**src/rtl/sisc_pkg.sv**
```systemverilog
// rtl/sisc_pkg.sv - shared opcode, field-position and fetch-state definitions for SISC
package sisc_pkg;

    localparam logic [3:0] NOOP   = 4'd0;
    localparam logic [3:0] LOD    = 4'd1;
    localparam logic [3:0] STR    = 4'd2;
    localparam logic [3:0] SWP    = 4'd3;
    localparam logic [3:0] BRA    = 4'd4;
    localparam logic [3:0] BRR    = 4'd5;
    localparam logic [3:0] BNE    = 4'd6;
    localparam logic [3:0] BNR    = 4'd7;
    localparam logic [3:0] ALU_OP = 4'd8;
    localparam logic [3:0] HLT    = 4'd9;

    localparam logic [3:0] AM_IMM = 4'h8;

    localparam int FIELD_W = 4;
    localparam int IMM_W   = 16;
    localparam int OPC_LSB = 28;
    localparam int MM_LSB  = 24;
    localparam int RD_LSB  = 20;
    localparam int RS_LSB  = 16;
    localparam int RT_LSB  = 12;
    localparam int IMM_LSB = 0;

    typedef enum logic [1:0] {
        F_IDLE = 2'd0,
        F_REQ  = 2'd1,
        F_DONE = 2'd2
    } fetch_state_e;

endpackage

```
**src/rtl/sisc_branch_eval.sv**
```systemverilog
// rtl/sisc_branch_eval.sv - combinational branch condition and target evaluation
module sisc_branch_eval
    import sisc_pkg::*;
#(
    parameter int AW = 16
) (
    input  logic [3:0]       opcode_i,
    input  logic [3:0]       mm_i,
    input  logic [3:0]       stat_i,
    input  logic [AW-1:0]    pc_i,
    input  logic [IMM_W-1:0] imm_i,
    output logic             taken_o,
    output logic [AW-1:0]    target_o
);

    logic                    cond;
    logic signed [IMM_W-1:0] imm_sgn;
    logic [AW-1:0]           abs_target;
    logic [AW-1:0]           rel_target;

    // pc_i is already the branch address plus one, so relative targets use it directly
    assign cond       = |(stat_i & mm_i);
    assign imm_sgn    = imm_i;
    assign abs_target = AW'(imm_i);
    assign rel_target = pc_i + AW'(imm_sgn);

    always_comb begin
        taken_o  = 1'b0;
        target_o = pc_i;
        case (opcode_i)
            BRA: begin taken_o = cond;  target_o = abs_target; end
            BRR: begin taken_o = cond;  target_o = rel_target; end
            BNE: begin taken_o = !cond; target_o = abs_target; end
            BNR: begin taken_o = !cond; target_o = rel_target; end
            default: ;
        endcase
    end

endmodule

```
**src/rtl/sisc_fetch_unit.sv**
```systemverilog
// rtl/sisc_fetch_unit.sv - PC/IR holder, instruction fetch handshake and branch resolution
module sisc_fetch_unit
    import sisc_pkg::*;
#(
    parameter int            AW       = 16,
    parameter int            DW       = 32,
    parameter logic [AW-1:0] RESET_PC = '0
) (
    input  logic             clk,
    input  logic             rst_f,
    input  logic             fetch_start,
    input  logic             br_eval,
    input  logic [3:0]       stat,
    output logic             im_req,
    output logic [AW-1:0]    im_addr,
    input  logic [DW-1:0]    im_rdata,
    input  logic             im_ack,
    output logic             busy,
    output logic             ir_valid,
    output logic [3:0]       opcode,
    output logic [3:0]       mm,
    output logic [3:0]       rd,
    output logic [3:0]       rs,
    output logic [3:0]       rt,
    output logic [IMM_W-1:0] imm,
    output logic [AW-1:0]    pc_out,
    output logic             br_taken
);

    fetch_state_e  state_q, state_d;
    logic [AW-1:0] pc_q, pc_d;
    logic [DW-1:0] ir_q, ir_d;
    logic          br_taken_q, br_taken_d;
    logic          br_hit;
    logic [AW-1:0] br_target;

    assign opcode = ir_q[OPC_LSB +: FIELD_W];
    assign mm     = ir_q[MM_LSB  +: FIELD_W];
    assign rd     = ir_q[RD_LSB  +: FIELD_W];
    assign rs     = ir_q[RS_LSB  +: FIELD_W];
    assign rt     = ir_q[RT_LSB  +: FIELD_W];
    assign imm    = ir_q[IMM_LSB +: IMM_W];

    assign im_req   = (state_q == F_REQ);
    assign busy     = (state_q == F_REQ);
    assign ir_valid = (state_q == F_DONE);
    assign im_addr  = pc_q;
    assign pc_out   = pc_q;
    assign br_taken = br_taken_q;

    sisc_branch_eval #(.AW(AW)) u_branch_eval (
        .opcode_i (opcode),
        .mm_i     (mm),
        .stat_i   (stat),
        .pc_i     (pc_q),
        .imm_i    (imm),
        .taken_o  (br_hit),
        .target_o (br_target)
    );

    always_comb begin
        state_d    = state_q;
        pc_d       = pc_q;
        ir_d       = ir_q;
        br_taken_d = 1'b0;
        case (state_q)
            F_IDLE: if (fetch_start) state_d = F_REQ;
            F_REQ: begin
                if (im_ack) begin
                    ir_d    = im_rdata;
                    pc_d    = pc_q + AW'(1);
                    state_d = F_DONE;
                end
            end
            F_DONE: begin
                // a simultaneous fetch_start fetches from the branch target
                if (br_eval && br_hit) begin
                    pc_d       = br_target;
                    br_taken_d = 1'b1;
                end
                if (fetch_start) state_d = F_REQ;
            end
            default: state_d = F_IDLE;
        endcase
    end

    always_ff @(posedge clk or negedge rst_f) begin
        if (!rst_f) begin
            state_q    <= F_IDLE;
            pc_q       <= RESET_PC;
            ir_q       <= '0;
            br_taken_q <= 1'b0;
        end else begin
            state_q    <= state_d;
            pc_q       <= pc_d;
            ir_q       <= ir_d;
            br_taken_q <= br_taken_d;
        end
    end

endmodule
```
**config.mk**
```make
export PLATFORM = sky130hd
export DESIGN_NAME = sisc_fetch_unit
export DESIGN_NICKNAME = d
export VERILOG_FILES = /design/src/rtl/sisc_pkg.sv /design/src/rtl/sisc_branch_eval.sv /design/src/rtl/sisc_fetch_unit.sv
export SDC_FILE = /design/constraint.sdc
export NUM_CORES = 1
export LEC_CHECK = 0
export BUFFER_PORTS_ARGS = -buffer_cell sky130_fd_sc_hd__buf_4
export CORE_ASPECT_RATIO = 1.25
export CORE_UTILIZATION = 40
export CTS_BUF_LIST = sky130_fd_sc_hd__clkbuf_2
export DETAILED_ROUTE_END_ITERATION = 8
export MAX_ROUTING_LAYER = met4
export PLACE_DENSITY = 0.68
export SLEW_MARGIN = 20
export SYNTH_ARGS = -nofsm -noshare
export SYNTH_HDL_FRONTEND = slang
export SYNTH_SLANG_ARGS = --single-unit
```
**constraint.sdc**
```tcl
create_clock -name clk -period 2.11 [get_ports clk]
set_input_delay 0.3165 -clock clk [delete_from_list [all_inputs] [get_ports clk]]
set_output_delay 0.3165 -clock clk [all_outputs]
set_load 0.01 [all_outputs]
```
Word-level counts from Yosys, hierarchy flattened
Cells that the tools add are included.

storage, ports and cells
  flip-flop bits (word level) = 51
  word-level logic and storage cells = 40
  output and inout port bits = 72
  input port bits = 41

operators by class
  bitwise operators = 1
  reductions and logical operators = 13
  equality and inequality tests = 10
  $add $sub $neg = 2
  muxes and demuxes = 10

operators with widths
  operator                 count
  $pmux W16 S2             2
  $mux W16                 2
  $add A16 B1 Y16 const B  1
  $add A16 B16 Y16         1
  $eq A4 B3 Y1 const B     4
  $reduce_or A2 Y1         5
  $and A4 B4 Y4            1
  $mux W2                  2
  $ne A2 B1 Y1 const B     2
  $pmux W2 S2              1
  $reduce_and A2 Y1        2
  $reduce_and A4 Y1        1
  $reduce_or A4 Y1         1
  $ne A3 B3 Y1 const B     1
  $eq A2 B1 Y1 const B     1
  $eq A2 B2 Y1 const B     1
  $logic_not A2 Y1         1
  $mux W1                  2
  $ne A2 B2 Y1 const B     1
  $pmux W1 S2              1
  $reduce_bool A2 Y1       1
  $logic_and A1 B1 Y1      1
  $logic_not A1 Y1         1

Depth between registers and ports, before layout
Gate-level depths: netlist of run 1.

  word-level depth = 7
  gate-level depth with buffers = 8
  mapped depth without buffers = 8

Hierarchy
From an unflattened synthesis of run 1, not the netlist that was laid out.

unflattened totals
  cell total of the unflattened synthesis = 455
  area total of the unflattened synthesis = 3708.6 µm²

modules (own cells, without submodules)
  module            area an instance (µm²)  cells an instance  instances  seq. area each (µm²)
  sisc_fetch_unit   2558.7                  284                1          1276.2
  sisc_branch_eval  1149.9                  171                1          0.0

Worst setup path before layout of run 1
OpenSTA, ideal clock, no wires.

  path type = flip-flop to flip-flop
  start point = register pc_q[0], in the netlist im_addr[0]
  end point = register pc_q[12], in the netlist im_addr[12]
  setup slack = -0.160 ns
  library setup time = 0.121 ns
  data arrival time = 2.149 ns
  period minus slack after synthesis = 2.270 ns
  data required time = 1.989 ns
  buffers on the path = 0
  cell stages (with the launch flop) = 9
  cell sequence = dfrtp_1 -> ha_1 -> fa_1 -> a21o_1 -> a221oi_2 -> o221ai_1 -> xnor2_1 -> a21oi_1 -> o22a_1

between the ends
  cells in the longest elaborated chain, start to end = 4
  elaborated cells on any way between the ends = 6
  those cells by class = 2 x add/sub; 4 x mux

RTL lines
  item                      RTL line                text
  start: declaration        sisc_fetch_unit.sv:31   logic [AW-1:0] pc_q, pc_d;
  start signal: assignment  sisc_fetch_unit.sv:95   pc_q <= pc_d;
  $add A16 B16 Y16          sisc_branch_eval.sv:25  assign rel_target = pc_i + AW'(imm_sgn);
  $pmux W16 S2              sisc_branch_eval.sv:30  case (opcode_i)
  $mux W16                  sisc_fetch_unit.sv:77   if (br_eval && br_hit) begin
  $pmux W16 S2 (*)          sisc_fetch_unit.sv:66   case (state_q)

Every way passes the cells marked *; elsewhere a longest branch is shown, timed or not. The select of a mux whose other input is x is not followed.
A chain may end at the register's enable or synchronous reset.

Worst setup path in the final report of run 1
  start point = register pc_q[0], in the netlist im_addr[0]
  end point = register pc_q[14], in the netlist im_addr[14]

The elaborated chain is that of the path after synthesis.

==> results of run 1 <==
-- critical path, delay by kind of cell, from the launching register on --
kind            cells  cell delay (ns)
xor+xnor            1             0.18
compound gates      5             0.84
fa+ha+maj           2             0.50
buf+inv             1             0.19
flops               1             0.49
-- cell usage in the layout, fill, tap and decap left out, types with 2 or more instances in the layout --
cell type / netlist / routed
and3b_1: 2 / 2
xnor2_1: 5 / 4
o21ai_1: 6 / 5
clkbuf_2: 0 / 5
mux2_2: 33 / 33
nand4_1: 8 / 8
o211ai_1: 3 / 3
ha_4: 0 / 5
nand3b_1: 3 / 3
o21ai_0: 14 / 13
a22oi_2: 1 / 2
or3_1: 4 / 3
nand3_1: 11 / 11
o21a_1: 3 / 3
a31oi_1: 6 / 4
dfrtp_1: 51 / 49
a21o_1: 9 / 9
inv_1: 5 / 4
o31ai_1: 4 / 2
nor2_1: 13 / 13
buf_4: 21 / 182
o221ai_1: 3 / 2
a21oi_1: 32 / 30
dlygate4sd3_1: 0 / 7
dfrtp_2: 0 / 2
nand2_1: 22 / 21
ha_1: 16 / 10
mux2i_1: 2 / 2
and3_1: 9 / 8
o22a_1: 4 / 4
a21oi_2: 0 / 2
xor2_1: 5 / 5
a32o_1: 2 / 2
inv_6: 0 / 2
nor2b_1: 2 / 2
-- registers in the layout, summed over array words and instances, names as in the netlist --
name / flops
br_taken: 1
ir_q: 32
im_addr: 16
state_q: 2
-- power breakdown --
part / switching, uW / internal, uW
Clock: 357 / 94.9
Sequential: 318 / 1350
Combinational: 2700 / 2920
Total: 3370 / 4360
-- kinds of logic after synthesis --
family	synth area share
adders and majority gates	0.0641
and+or+nand+nor	0.135
xor gates and xnor gates	0.0255
DFF	0.371
buffers and inverters	0.0768
AOI/OAI and AO/OA	0.213
muxes	0.114
-- metrics by stage --
step | instances | TNS [ns] | power, uW | hold slack (ns) | util
floorplan | 349 | -0.0633 | 4510 | 0.0209 | -
global placement | 576 | -0.169 | 6380 | 0.399 | 0.558
detailed placement | 576 | -0.307 | 6470 | 0.397 | 0.558
CTS | 593 | -0.342 | 7230 | 0.0296 | 0.583
global route | 604 | -1.26 | 8240 | 0.00194 | 0.608
finish | 604 | -0.572 | 7730 | 0.0545 | 0.608
-- metal layers --
metal	wire length, um	share of wire	up-vias	track usage
li1	-	-	1609	-
met1	4210	0.41	1690	0.271
met2	5330	0.52	153	0.409
met3	528	0.051	26	0.0313
met4	265	0.026	0	0.0763
met5	0	0	-	-
-- worst max path at each step --
stage / depth (start not counted) / from / slack (ns) / end
after floorplan: 8 / im_addr[0] / -0.06 / im_addr[12]
after global placement: 8 / ir_q[0] / -0.09 / im_addr[12]
after detailed placement: 8 / ir_q[0] / -0.12 / im_addr[12]
after CTS: 9 / im_addr[0] / -0.11 / im_addr[6]
after global routing: 9 / im_addr[0] / -0.24 / im_addr[14]
final: 9 / im_addr[0] / -0.19 / im_addr[14]
-- layout make-up --
cell class | instances | area share
clock buffers | 5 | 0.00497
clock inverters | 3 | 0.00522
inverters | 5 | 0.00447
multi-input cells | 254 | 0.422
flip-flops and latches | 51 | 0.254
well taps | 97 | 0.0241
repair buffers | 189 | 0.285
-- repair_timing --
item / in CTS / in global routing
endpoints found under the hold margin: 52 / 5
hold buffers: 2 / 5
pin swaps: 10 / 22
gates cloned: 0 / 0
resized for setup: 10 / 20
setup buffers: 7 / 7
setup endpoints to repair: 7 / 12
==> results_dict.tcl, run 1 <==
set metrics [dict create \
    crit_type "reg -> reg" \
    grt-ovfl-total 0 \
    violations "design-rule violations, negative setup slack" \
    hold_path.startpoint "im_rdata[5]" \
    register_area_um2 1280 \
    die_y_um 106 \
    nNetsFinal 564 \
    run_status "finished with violations" \
    yosysTopAreaCell "dfrtp_1" \
    clkSlewWorstSetupHoldPaths_ns 0.30 \
    grt_max_degree 52 \
    initial_core_util 0.415 \
    cts_buffer_depth 2 \
    syn_nets 407 \
    syn_inst 349 \
    track_usage 0.232 \
    fmax_mhz 435 \
    grt_pass1_wl_um 16100 \
    power-per-cell-area_nw_per_um2 1540 \
    hold_path.class "in -> reg" \
    synth_edf_count 0 \
    root_buffer "clkbuf_2" \
    dr.pass1.iters 9 \
    synth-main-ff-cell "dfrtp_1" \
    r2r_cells 9 \
    detail-route-antenna-nets 0 \
    area_growth_pct 46.6 \
    slew_headroom 0.555 \
    required_ns 2.47 \
    grt_pass1_vias 3375 \
    die_w_um 84.9 \
    layout-drive-gt1-share 0.515 \
    start_kind "flop" \
    drc 6 \
    hold_viol 0 \
    tightest_slew_ns 0.667 \
    syn-cell-area_um2 3440 \
    ys_warn_count 0 \
    final.min_clock_period_ns 2.30 \
    io_buffers 112 \
    slowest_stage "dfrtp_2" \
    synth_cell_types 61 \
    gp_congestion 0.915 \
    rows 37 \
    dieArea_um2 8970 \
    cts_tree "done" \
    fin_skew_ns 0.0206 \
    r2r-start "im_addr[0]" \
    rsz0062_at_grt "true" \
    antenna_cells 0 \
    clk_latency_ns 0.46 \
    worstReg2RegEnd "im_addr[14]" \
    yosysMostFrequentCell "dfrtp_1" \
    multi_input_area_um2 2130 \
    ys_seq_area_frac 0.371 \
    coreArea_um2 8290 \
    antenna_found_initial 0 \
    clock_sinks 51 \
    pre_cts_ws_ns -0.121 \
    leakagePower_uw 0.00235 \
    holdPathStages 2 \
    cts_max_level 2 \
    dp_hpwl_um 7580 \
    fin_crit_sh 1.09 \
    totalWireLength_um 10300 \
    ir_drop_uv 616 \
    ff2ff_setup_slack_ns -0.19 \
    synth_top_area_share 0.371 \
    nFillCells 700 \
    synth_seq_cells 51 \
    io_pins 113 \
    wl_per_cell_um 17.1 \
    final_area_um2 5040 \
    via_per_inst 5.76 \
    critPathCaptureType "flop" \
    placed_area_um2 4630 \
    critPathMaxFanout 4 \
    critPathMaxStageDelay_ns 0.49 \
    drt-initial-drc-count 173 \
    crit_path_cell_trace "ha_4, fa_2, a21o_1, a221oi_4, buf_4, o31ai_4, o22ai_2, xor2_1, o21ai_1" \
    yosys-top-cells-count "dfrtp_1, mux2_2, a21oi_1" \
    async_flop_share 1.00 \
    vias 3478 \
    synth_area_leaders "dfrtp_1, mux2_2, ha_1" \
    maxCapViolCount 0 \
    setup_ws_ns -0.191 \
    hold_end "ir_q[5]" \
    final_max_slew_viol_count 0 \
    cp_data_arrival_time_ns 2.66 \
    setup_viol 6 \
    syn_area_per_cell_um2 9.84 \
    cts_inserted_buffers 5 \
]
Note: power is estimated with default switching activity, not from simulation.
==> inputs of run 2 (changes only) <==
--- a/config.mk
+++ b/config.mk
@@ -11,7 +11,8 @@
 export CTS_BUF_LIST = sky130_fd_sc_hd__clkbuf_2
 export DETAILED_ROUTE_END_ITERATION = 8
 export MAX_ROUTING_LAYER = met4
-export PLACE_DENSITY = 0.68
+export PLACE_DENSITY = 0.66
+export RECOVER_POWER = 25
 export SLEW_MARGIN = 20
 export SYNTH_ARGS = -nofsm -noshare
 export SYNTH_HDL_FRONTEND = slang
==> constraint.sdc (replaced) <==
create_clock -name clk -period 2.8 [get_ports clk]
set_input_delay 0.42 -clock clk [delete_from_list [all_inputs] [get_ports clk]]
set_output_delay 0.42 -clock clk [all_outputs]
set_load 0.005 [all_outputs]
==> results_dict.tcl, run 2 (synthesis results as in run 1) <==
set metrics [dict create \
    final_cell_count_no_fill 537 \
    nFillCells 802 \
    maxCapViolCount 0 \
    largest_reg_flops 32 \
    drt-initial-drc-count 200 \
    antenna_cells 0 \
    setup_viol 0 \
    grt_max_degree 52 \
    hold_path.class "in -> reg" \
    ir_drop_uv 375 \
    finalPower_uw 4510 \
    area_growth_pct 25.2 \
    slew_headroom 0.140 \
    clk_latency_ns 0.46 \
    clock_sinks 51 \
    fmax_mhz 394 \
    power-per-cell-area_nw_per_um2 1050 \
    cts_buffer_depth 2 \
    io_buffers 112 \
    largest_register "ir_q" \
    layout-drive-gt1-share 0.391 \
    root_buffer "clkbuf_2" \
    dieArea_um2 8970 \
    clkSlewWorstSetupHoldPaths_ns 0.29 \
    start_kind "flop" \
    layout_commonest_cell "buf_4" \
    violations "design-rule violations" \
    wl_per_cell_um 16.9 \
    detail-route-antenna-nets 0 \
    track_usage 0.213 \
    cts_max_level 2 \
    cp_data_arrival_time_ns 2.92 \
    via_per_inst 5.74 \
    coreArea_um2 8290 \
    run_status "finished with violations" \
    antenna_found_initial 0 \
    cts_tree "done" \
    dp_hpwl_um 6720 \
    postCtsResizedCells 0 \
    fin_crit_sh 0.907 \
    gp_congestion 0.895 \
    setup-tns-final_ns 0 \
    die_y_um 106 \
    dr.pass1.iters 7 \
    ctsHoldBuffers 1 \
    io_pins 113 \
    cts_setup_buffers 0 \
    grt-ovfl-total 0 \
    placedCellCount 528 \
    critPathCaptureType "flop" \
    die_w_um 84.9 \
    required_ns 3.19 \
    grt_pass1_wl_um 14700 \
    grt_pass1_vias 3020 \
    leakagePower_uw 0.00202 \
    final_cell_mix "buf_4, dfrtp_1, mux2_2" \
    tightest_slew_ns 1.29 \
    hold_viol 0 \
    cts_inserted_buffers 5 \
    final_max_slew_viol_count 0 \
    totalWireLength_um 9090 \
    crit_type "reg -> reg" \
    vias 3084 \
    nNetsFinal 497 \
    fin_skew_ns 0.0256 \
    utilization 0.519 \
    final.min_clock_period_ns 2.54 \
    initial_core_util 0.415 \
    drc 4 \
    rsz0062_at_grt "false" \
    rows 37 \
    critPathMaxFanout 7 \
]
[run 2: changes by cell type in the layout (fill, tap and decap cells not counted), moves of 2 or more]
cell	previous run	this run
dfrtp_1	49	51
ha_4	5	0
a21oi_2	2	0
ha_1	10	16
a31oi_1	4	6
dlygate4sd3_1	7	1
dfrtp_2	2	0
a21oi_1	30	32
buf_4	182	120
o31ai_1	2	4
[run 2: cell type report]
type	count	area, um^2	share of cell area
inverter	5	18.8	0.00436
timing repair buffer	122	916	0.213
tap	97	121	0.0282
multi-input combinational	254	1900	0.441
clock inverter	3	47.5	0.0111
sequential	51	1280	0.297
clock buffer	5	25.0	0.00582
[run 2: path summary, 6_finish.rpt]
| kind | depth (start not counted) | start | to | slack (ns) |
|---|---|---|---|---|
| setup / recovery | 8 | im_addr[0] | im_addr[12] | 0.26 |
| hold / removal | 2 | fetch_start | state_q[1] | 0.12 |
| setup reg to reg | 8 | im_addr[0] | im_addr[12] | 0.26 |
| hold reg to reg | 1 | ir_q[21] | ir_q[21] | 0.55 |
| max in group asynchronous | 2 | rst_f | im_addr[14] | 1.31 |
| min in group asynchronous | 2 | rst_f | ir_q[9] | 0.71 |
[run 2: power by group]
group,switching [uW],internal [uW],leakage (uW)
registers,380,1010,0.000603
clock network,263,157,0.0000436
logic,1270,1420,0.00137
total,1920,2590,0.00202
[run 2: per-stage QoR]
stage | instance area, um^2 | worst slack [ns] | hold WS (ns)
6_report | 4300 | 0.262 | 0.118
5_1_grt | 4300 | 0.0569 | 0.0830
4_1_cts | 4300 | 0.266 | 0.0989
3_5_place_dp | 4220 | 0.311 | 0.494
3_3_place_gp | 4220 | 0.355 | 0.489
2_1_floorplan | 3440 | 0.559 | 0.124
[run 2: routing by layer]
| metal | vias to the layer above | wire length, um | track usage |
|---|---|---|---|
| li1 | 1476 | - | - |
| met1 | 1479 | 3890 | 0.262 |
| met2 | 101 | 4560 | 0.359 |
| met3 | 28 | 437 | 0.0258 |
| met4 | 0 | 206 | 0.0799 |
| met5 | - | 0 | - |
[run 2: worst max-delay path, stage by stage, from the launching register on]
cell,delay (ns)
dfrtp_1,0.53
ha_1,0.26
fa_1,0.40
a21o_1,0.23
a221oi_2,0.41
o221ai_1,0.20
xnor2_1,0.16
a21oi_1,0.08
o22a_1,0.19
==> inputs of run 3 (changes only) <==
--- a/config.mk
+++ b/config.mk
@@ -5,13 +5,13 @@
 export SDC_FILE = /design/constraint.sdc
 export NUM_CORES = 1
 export LEC_CHECK = 0
+export ABC_AREA = 1
 export BUFFER_PORTS_ARGS = -buffer_cell sky130_fd_sc_hd__buf_4
 export CORE_ASPECT_RATIO = 1.25
 export CORE_UTILIZATION = 40
 export CTS_BUF_LIST = sky130_fd_sc_hd__clkbuf_2
 export DETAILED_ROUTE_END_ITERATION = 8
 export MAX_ROUTING_LAYER = met4
-export PLACE_DENSITY = 0.66
 export RECOVER_POWER = 25
 export SLEW_MARGIN = 20
 export SYNTH_ARGS = -nofsm -noshare
==> results_dict.tcl, run 3 <==
set metrics [dict create \
    rows 38 \
    drc 0 \
    start_kind "flop" \
    clock_sinks 51 \
    worstReg2RegEnd "im_addr[11]" \
    grt_max_degree 52 \
    synth_area_leaders "dfrtp_1, nand2_1, mux2_2" \
    fin_hold_ws_ns 0.130 \
    required_ns 2.38 \
    drt-initial-drc-count 172 \
    track_usage 0.222 \
    syn_inst 485 \
    final_area_um2 4500 \
    nNetsFinal 635 \
    async_flop_share 1.00 \
    antenna_found_initial 0 \
    fin_crit_sh 0.802 \
    io_pins 113 \
    final_cell_mix "nand2_1, buf_4, inv_1" \
    ir_drop_uv 428 \
    syn-cell-area_um2 3640 \
    ys_warn_count 0 \
    root_buffer "clkbuf_2" \
    top_usage_layer "met2" \
    yosysTopAreaCell "dfrtp_1" \
    wl_per_cell_um 14.3 \
    largest_reg_flops 32 \
    utilization 0.514 \
    final_max_slew_viol_count 0 \
    synth_cell_types 37 \
    hold_path.class "in -> reg" \
    io_buffers 112 \
    fin_skew_ns 0.0149 \
    pre_cts_ws_ns 0.761 \
    setup_viol 0 \
    synth_seq_cells 51 \
    ys_seq_area_frac 0.350 \
    dp_hpwl_um 7620 \
    cp_data_arrival_time_ns 1.83 \
    clkSlewWorstSetupHoldPaths_ns 0.28 \
    cp-startpoint "state_q[0]" \
    largest_register "ir_q" \
    layout-drive-gt1-share 0.280 \
    dr.pass1.iters 5 \
    antenna_cells 0 \
    syn_area_per_cell_um2 7.51 \
    slew_headroom 0.119 \
    grt_pass1_wl_um 15800 \
    grt-ovfl-total 0 \
    synth_top_area_share 0.350 \
    nFillCells 914 \
    critPathCaptureType "output port" \
    tightest_slew_ns 1.32 \
    cts_tree "done" \
    critPathMaxFanout 23 \
    r2r-start "im_addr[5]" \
    coreArea_um2 8750 \
    placed_area_um2 4440 \
    run_status "finished clean" \
    r2r_cells 11 \
    final.min_clock_period_ns 2.25 \
    die_w_um 87.4 \
    cts_max_level 2 \
    totalWireLength_um 9980 \
    dieArea_um2 9490 \
    clk_latency_ns 0.46 \
    setup_ws_ns 0.554 \
    synth-main-ff-cell "dfrtp_1" \
    maxCapViolCount 0 \
    detail-route-antenna-nets 0 \
    grtUsageMet3 0.0257 \
    die_y_um 109 \
    gp_congestion 0.925 \
    grt_use_met1 0.282 \
    grt_use_met2 0.368 \
    setup-tns-final_ns 0 \
    endpoint "ir_valid" \
    syn_nets 543 \
    grt_pass1_vias 3370 \
    ff2ff_setup_slack_ns 0.69 \
    power-per-cell-area_nw_per_um2 1150 \
    leakagePower_uw 0.00236 \
    cts_inserted_buffers 5 \
    initial_core_util 0.416 \
    cts_buffer_depth 2 \
    vias 3482 \
    layout_commonest_cell "nand2_1" \
    crit_type "reg -> out" \
    hold_viol 0 \
    area_growth_pct 23.5 \
    yosysMostFrequentCell "nand2_1" \
    fmax_mhz 445 \
    yosys-top-cells-count "nand2_1, inv_1, dfrtp_1" \
    rsz0062_at_grt "false" \
    via_per_inst 4.99 \
    synth_edf_count 0 \
]
## run 3: cell types whose count changed after synthesis, sizes merged, moves of 6 or more
cell / delta
a21o: -9
nor3: +6
clkbuf: -6
inv: +54
and3: -9
nand2: +101
nor2: +36
nand3: +27
## run 3: where the power goes
group | leakage (uW) | internal, uW | switching [uW]
clock network | 0.0000337 | 68.2 | 270
logic | 0.00173 | 1540 | 1800
registers | 0.000595 | 1050 | 454
## run 3: what timing repair did
| action | 4_1_cts | 5_1_grt |
|---|---|---|
| endpoints found under the setup margin | 0 | 0 |
| hold endpoints to repair | 51 | 0 |
| hold buffers | 1 | 0 |
| gates resized for setup | 0 | 0 |
| setup buffers | 0 | 0 |
## run 3: layer usage
layer	share of wire	vias up
li1	-	1742
met2	0.49	99
met3	0.040	17
met1	0.45	1624
met5	0	-
met4	0.022	0
## run 3: how the worst min path moves through the flow
stage / startpoint / endpoint / slack, ns / cells past startpoint
finish: fetch_start / state_q[1] / 0.13 / 2
CTS: fetch_start / state_q[1] / 0.10 / 2
global placement: ir_q[18] / ir_q[18] / 0.49 / 1
floorplan: rst_f / br_taken / 0.12 / 0
global route: fetch_start / state_q[1] / 0.1 / 2
detailed placement: ir_q[22] / ir_q[22] / 0.50 / 1
## run 3: final cells by class
type / count / area [um^2] / area share
clock buffers: 5 / 25.0 / 0.00556
flip-flops and latches: 51 / 1280 / 0.284
well taps: 120 / 150 / 0.0334
clock inverters: 3 / 22.5 / 0.00501
inverters: 59 / 221 / 0.0492
repair buffers: 116 / 871 / 0.194
multi-input cells: 344 / 1930 / 0.430
## run 3: cell families (layout without fill, tap and decap cells)
logic type / count (synthesis) / in the layout / synth area share
multiplexers: 28 / 28 / 0.0866
buffers and inverters: 90 / 183 / 0.119
XOR/XNOR: 6 / 6 / 0.0144
AO/OA/AOI/OAI: 69 / 69 / 0.111
adder cells (fa/ha/maj): 17 / 17 / 0.0605
AND/OR/NAND/NOR: 224 / 224 / 0.258
flip-flops: 51 / 51 / 0.350
## run 3: critical path: stages, from the launching register on
cell and delay (ns):
dfrtp_1 0.44, inv_2 0.06, nand2_1 0.28, inv_2 0.13, buf_4 0.29, buf_4 0.17
## run 3: through the flow
stage	power [uW]	std cells
CTS	5210	698
global placement	4820	689
floorplan	3670	485
detailed placement	4860	689
finish	5180	698
global route	5700	698
